`src/rtl/bootrom_arbiter.sv`:
```
// bootrom_arbiter
//   Two-port arbiter in front of a single bootrom. It keeps at most one
//   bootrom transaction in flight and routes each response back to the
//   port that issued the request.
//
//   Arbitration:
//     - If only one port is valid, that port wins.
//     - If both ports are valid, the port not granted last time wins.
//     - After reset, port 0 wins the first tie.
//
//   Optional feature (macro BROM_ARB_TIMEOUT_EN):
//     - Adds a watchdog on the WAIT state.
//     - If the bootrom stays silent for TIMEOUT_CYCLES cycles, the owner
//       gets an error response with zero data.
//     - Without the macro there is no counter, and resp_err is tied low.
//
// Parameters:
//   ADDR_W          request address width
//   DATA_W          response line width
//   TIMEOUT_CYCLES  WAIT watchdog limit (only used with BROM_ARB_TIMEOUT_EN)
//
// Ports:
//   clk, rst                      clock; asynchronous active-high reset
//   reqN_addr_i / reqN_valid_i    requester address and request pending
//   reqN_ready_o                  request accepted (combinational)
//   reqN_resp_data_o              returned line, held until next response
//   reqN_resp_valid_o             one-cycle response strobe
//   reqN_resp_err_o               timeout error, qualified by resp_valid
//   brom_req_address_o            latched address presented to bootrom
//   brom_req_valid_o              request to bootrom
//   brom_ready_i                  bootrom accepts request
//   brom_resp_data_i / brom_resp_valid_i   bootrom response
module bootrom_arbiter #(
  parameter int ADDR_W         = 24,
  parameter int DATA_W         = 128,
  parameter int TIMEOUT_CYCLES = 64
) (
  input  logic              clk,
  input  logic              rst,
  input  logic [ADDR_W-1:0] req0_addr_i,
  input  logic              req0_valid_i,
  output logic              req0_ready_o,
  output logic [DATA_W-1:0] req0_resp_data_o,
  output logic              req0_resp_valid_o,
  output logic              req0_resp_err_o,
  input  logic [ADDR_W-1:0] req1_addr_i,
  input  logic              req1_valid_i,
  output logic              req1_ready_o,
  output logic [DATA_W-1:0] req1_resp_data_o,
  output logic              req1_resp_valid_o,
  output logic              req1_resp_err_o,
  output logic [ADDR_W-1:0] brom_req_address_o,
  output logic              brom_req_valid_o,
  input  logic              brom_ready_i,
  input  logic [DATA_W-1:0] brom_resp_data_i,
  input  logic              brom_resp_valid_i
);

  typedef enum logic [1:0] {ST_IDLE, ST_ISSUE, ST_WAIT} state_t;

  if (TIMEOUT_CYCLES < 1) begin : g_param_check
    $error("TIMEOUT_CYCLES must be at least 1");
  end

  state_t            state_reg, state_next;
  logic              last_grant_reg, last_grant_next;
  logic              owner_reg, owner_next;
  logic [ADDR_W-1:0] addr_reg, addr_next;

  logic [1:0] req_valid;
  logic       winner;
  logic       grant;
  logic       resp_take;
  logic       timeout_fire;

  assign req_valid = {req1_valid_i, req0_valid_i};

  // A tie goes to the port that did not win last time.
  always_comb begin
    winner = 1'b0;
    case (req_valid)
      2'b10:   winner = 1'b1;
      2'b11:   winner = ~last_grant_reg;
      default: winner = 1'b0;
    endcase
  end

  // Ready is only ever raised for a port whose valid is high,
  // so any valid input in IDLE is a handshake.
  assign grant        = (state_reg == ST_IDLE) && (|req_valid);
  assign req0_ready_o = grant && !winner;
  assign req1_ready_o = grant && winner;

  assign brom_req_valid_o   = (state_reg == ST_ISSUE);
  assign brom_req_address_o = addr_reg;

  // Responses outside WAIT are stale (e.g. after a reset) and are dropped.
  assign resp_take = (state_reg == ST_WAIT) && brom_resp_valid_i;

`ifdef BROM_ARB_TIMEOUT_EN
  localparam int CNT_W = $clog2(TIMEOUT_CYCLES + 1);

  logic [CNT_W-1:0] cnt_reg, cnt_next;

  always_comb begin
    cnt_next = cnt_reg;
    if (state_reg == ST_ISSUE && brom_ready_i) begin
      cnt_next = '0;
    end else if (state_reg == ST_WAIT) begin
      cnt_next = cnt_reg + 1'b1;
    end
  end

  always_ff @(posedge clk or posedge rst) begin
    if (rst) begin
      cnt_reg <= '0;
    end else begin
      cnt_reg <= cnt_next;
    end
  end

  // A response arriving in the expiry cycle takes priority over the error.
  assign timeout_fire = (state_reg == ST_WAIT) && !brom_resp_valid_i &&
                        (cnt_reg == CNT_W'(TIMEOUT_CYCLES));
`else
  assign timeout_fire = 1'b0;
`endif

  always_comb begin
    state_next      = state_reg;
    last_grant_next = last_grant_reg;
    owner_next      = owner_reg;
    addr_next       = addr_reg;
    case (state_reg)
      ST_IDLE: begin
        if (grant) begin
          addr_next       = winner ? req1_addr_i : req0_addr_i;
          owner_next      = winner;
          last_grant_next = winner;
          state_next      = ST_ISSUE;
        end
      end
      ST_ISSUE: begin
        if (brom_ready_i) begin
          state_next = ST_WAIT;
        end
      end
      ST_WAIT: begin
        if (resp_take || timeout_fire) begin
          state_next = ST_IDLE;
        end
      end
      default: state_next = ST_IDLE;
    endcase
  end

  always_ff @(posedge clk or posedge rst) begin
    if (rst) begin
      state_reg      <= ST_IDLE;
      last_grant_reg <= 1'b1;
      owner_reg      <= 1'b0;
      addr_reg       <= '0;
    end else begin
      state_reg      <= state_next;
      last_grant_reg <= last_grant_next;
      owner_reg      <= owner_next;
      addr_reg       <= addr_next;
    end
  end

  // Per-port response registers.
  // Only the owner's registers move; the other port keeps its last line.
  for (genvar gi = 0; gi < 2; gi++) begin : g_port
    logic              is_owner;
    logic [DATA_W-1:0] resp_data_reg;
    logic              resp_valid_reg;
    logic              resp_err_reg;

    assign is_owner = (owner_reg == 1'(gi));

    always_ff @(posedge clk or posedge rst) begin
      if (rst) begin
        resp_data_reg  <= '0;
        resp_valid_reg <= 1'b0;
        resp_err_reg   <= 1'b0;
      end else begin
        resp_valid_reg <= is_owner && (resp_take || timeout_fire);
        resp_err_reg   <= is_owner && timeout_fire;
        if (is_owner && resp_take) begin
          resp_data_reg <= brom_resp_data_i;
        end else if (is_owner && timeout_fire) begin
          resp_data_reg <= '0;
        end
      end
    end
  end

  assign req0_resp_data_o  = g_port[0].resp_data_reg;
  assign req0_resp_valid_o = g_port[0].resp_valid_reg;
  assign req1_resp_data_o  = g_port[1].resp_data_reg;
  assign req1_resp_valid_o = g_port[1].resp_valid_reg;

`ifdef BROM_ARB_TIMEOUT_EN
  assign req0_resp_err_o = g_port[0].resp_err_reg;
  assign req1_resp_err_o = g_port[1].resp_err_reg;
`else
  assign req0_resp_err_o = 1'b0;
  assign req1_resp_err_o = 1'b0;
`endif

endmodule

```
`config.mk`:
```
export PLATFORM = sky130hd
export DESIGN_NAME = bootrom_arbiter
export DESIGN_NICKNAME = d
export VERILOG_FILES = /design/src/rtl/bootrom_arbiter.sv
export SDC_FILE = /design/constraint.sdc
export NUM_CORES = 1
export LEC_CHECK = 0
export CAP_MARGIN = 25
export CORE_ASPECT_RATIO = 1.5
export CORE_UTILIZATION = 33
export CTS_BUF_LIST = sky130_fd_sc_hd__clkbuf_8
export DETAILED_ROUTE_END_ITERATION = 10
export DONT_BUFFER_PORTS = 1
export PLACE_DENSITY_LB_ADDON = 0.3
export SETUP_SLACK_MARGIN = 0.4
export SLEW_MARGIN = 40
export SYNTH_ARGS = -nofsm -noshare
export SYNTH_HDL_FRONTEND = slang
export SYNTH_SLANG_ARGS = --single-unit
```
`constraint.sdc`:
```
create_clock -name clk -period 8.6 [get_ports clk]
set_input_delay 0.43 -clock clk [delete_from_list [all_inputs] [get_ports clk]]
set_output_delay 0.43 -clock clk [all_outputs]
set_load 0.01 [all_outputs]
```
==> results.json <==
{
  "crit_type": "reg -> reg",
  "synth_commonest_cells": "285 x dfrtp_1, 153 x mux2_2, 100 x mux2_4, 24 x a221o_1, 24 x o21a_1",
  "nets": 1032,
  "synth_top_area_share_pct": 62.4,
  "wl_per_cell_um": 22.6,
  "hold_depth": 1,
  "routed_wl_mm": 29.6,
  "whs_endpoint": "req1_resp_data_o[29]",
  "seq_area_frac_synth_pct": 62.6,
  "grt_use_total_pct": 16.3,
  "cpMaxStageDelayCell": "buf_4",
  "syn_area_um2": 11400,
  "die_area_um2": 35400,
  "rows": 83,
  "max_slew_margin_pct": 44.0,
  "fin_tns_setup_ps": 0,
  "synth_top_area_cell": "dfrtp_1",
  "die_x_um": 154,
  "ys_seq_elements": 286,
  "die_h_um": 230,
  "synth_area_per_cell_um2": 17.5,
  "vias": 6616,
  "yosysMostFrequentCell": "dfrtp_1",
  "fillers": 2948,
  "grt-ovfl-total": 0,
  "post-place-ws_ps": 6080,
  "ant_nets": 0,
  "ys_types": 28,
  "p_leak_nw": 6.51,
  "async_flop_share_pct": 100,
  "dr.pass1.iters": 4,
  "synth_edf_count": 0,
  "synthCells": 653,
  "fmax_mhz": 399,
  "cts_tree": "done",
  "cts.reportedPaths.clkPinSlew_ps": 70,
  "hold_path.class": "in -> reg",
  "grt_pass1_vias": 7462,
  "pwr_density_cell_nw_per_um2": 370,
  "hpwlAfterDp_mm": 19.5,
  "antenna_found_initial": 2,
  "root_buffer": "clkbuf_8",
  "worstHoldStart": "brom_resp_data_i[29]",
  "io-pin-count": 469,
  "clock_skew_ps": 28.2,
  "required_ps": 9040,
  "maxSlewViolCount": 0,
  "cts_setup_buffers": 0,
  "rrSetupSlack_ps": 6100,
  "drive_above_1_share_pct": 37.9,
  "critPathMaxFanout": 58,
  "r2r-start": "state_reg[1]",
  "crit_arrival_ps": 2940,
  "power_mw": 5.32,
  "synth_ff_type": "dfrtp_1",
  "finalInstanceArea_um2": 14400,
  "gp_congestion": 0.801,
  "cts.htree.levels": 2,
  "numCtsBuffers": 44,
  "ir_drop_mv": 0.203,
  "setup_viol": 0,
  "grt_pass1_wl_mm": 44.7,
  "clk-insertion-delay-late_ps": 570,
  "r2r_end": "req1_resp_data_o[57]",
  "start_kind": "flip-flop",
  "setup_ws_ps": 6100,
  "ff2ff_path_depth": 4,
  "period_share_pct": 29.1,
  "syn2layout_area_growth_pct": 25.8,
  "yosys_warnings": 0,
  "maxCapViolCount": 0,
  "clock_sinks": 286,
  "detail_route.vias_per_cell": 5.05,
  "status": "completed",
  "place_area_um2": 11600,
  "endpoint_kind": "flip-flop",
  "finalCriticalPeriod_ps": 2500,
  "crit_chain": "nand4b_1 > buf_4 > buf_4 > mux2_2",
  "rsz0062_at_grt": "no",
  "clock_path_buffers": 3,
  "path_common_cell": "buf_4",
  "drt_iter0_markers": 306,
  "worst_pin_slew_ps": 840,
  "drc": 0,
  "utilization_pct": 42.1,
  "hold_violations": 0,
  "grt_max_degree": 165,
  "port_buffers": 0,
  "start_util_pct": 33.5,
  "core-area_um2": 34200,
  "synthTopCellsByArea": "dfrtp_1 62%, mux2_2 15%, mux2_4 13%",
  "slowest_delay_ps": 730
}
-- kinds of logic after synthesis --
logic type | synth area share, %
AOI/OAI and AO/OA | 3.89
DFF | 62.6
buffers and inverters | 4.14
other | 0.0328
and+or+nand+nor | 0.821
muxes | 28.5
-- layout by cell type (no fill, tap or decap), drive strengths merged --
| master | instances |
|---|---|
| dfrtp | 285 |
| mux2 | 256 |
| dlygate4sd3 | 181 |
| clkbuf | 53 |
| o21a | 24 |
| a221o | 24 |
| inv | 18 |
| buf | 9 |
| clkinv | 7 |
| nand2 | 4 |
| clkinvlp | 4 |
| o21ai | 3 |
| diode | 2 |
| conb | 2 |
| bufinv | 2 |
| nand2b | 2 |
| nor2 | 2 |
| nand4b | 1 |
| nor3b | 1 |
| nand3 | 1 |
| and3 | 1 |
| or2 | 1 |
| nor2b | 1 |
| o2bb2ai | 1 |
| dfstp | 1 |
-- where the power goes --
part           internal, mW  leakage, nW  switching (mW)
Combinational         0.874         2.47           0.416
Clock                 0.621        0.517           0.532
Sequential             1.99         3.52           0.879
Total                  3.49         6.51            1.83
-- worst max-delay path: cells and delay by family (launching register included) --
kind | cells | cell delay [ps]
buf+inv | 2 | 1250
flops | 1 | 450
mux | 1 | 420
simple gates | 1 | 160
-- area by class of cell --
cell class	instances	area (um^2)	share of cell area [%]
clock inverters	27	174	1.21
flip-flops and latches	286	7160	49.8
diodes	2	5.00	0.0348
clock buffers	53	729	5.07
multi-input cells	324	3810	26.5
inverters	4	18.8	0.131
well taps	425	532	3.70
repair buffers	190	1950	13.5
-- metrics by stage --
step / hold WS (ps) / std cells
after floorplan: 462 / 654
after global placement: 472 / 1046
after detailed placement: 515 / 1047
after CTS: 2.34 / 1307
after global routing: 3.36 / 1311
final: 50.6 / 1311
-- layer usage --
layer / global-route usage (%) / share of wire, % / vias to the layer above
met3: 5.33 / 8.8 / 88
li1: - / - / 2746
met4: 9.22 / 5.4 / 0
met5: 0 / 0 / -
met2: 29.9 / 53 / 382
met1: 16.0 / 33 / 3400
-- timing repair --
action,in CTS,in global routing
endpoints found under the hold margin,280,65
hold buffers,180,1
resized for setup,0,0
-- worst max-delay path by stage --
stage	startpoint	endpoint	slack, ps	cells past startpoint
floorplan	rst	brom_req_address_o[0]	4380	1
global placement	state_reg[1]	req1_resp_data_o[54]	6170	4
detailed placement	state_reg[1]	req1_resp_data_o[8]	6080	4
CTS	state_reg[1]	req1_resp_data_o[8]	6080	4
global route	state_reg[1]	req1_resp_data_o[121]	5940	4
finish	state_reg[1]	req1_resp_data_o[57]	6100	4
(Power assumes the default switching activity.)
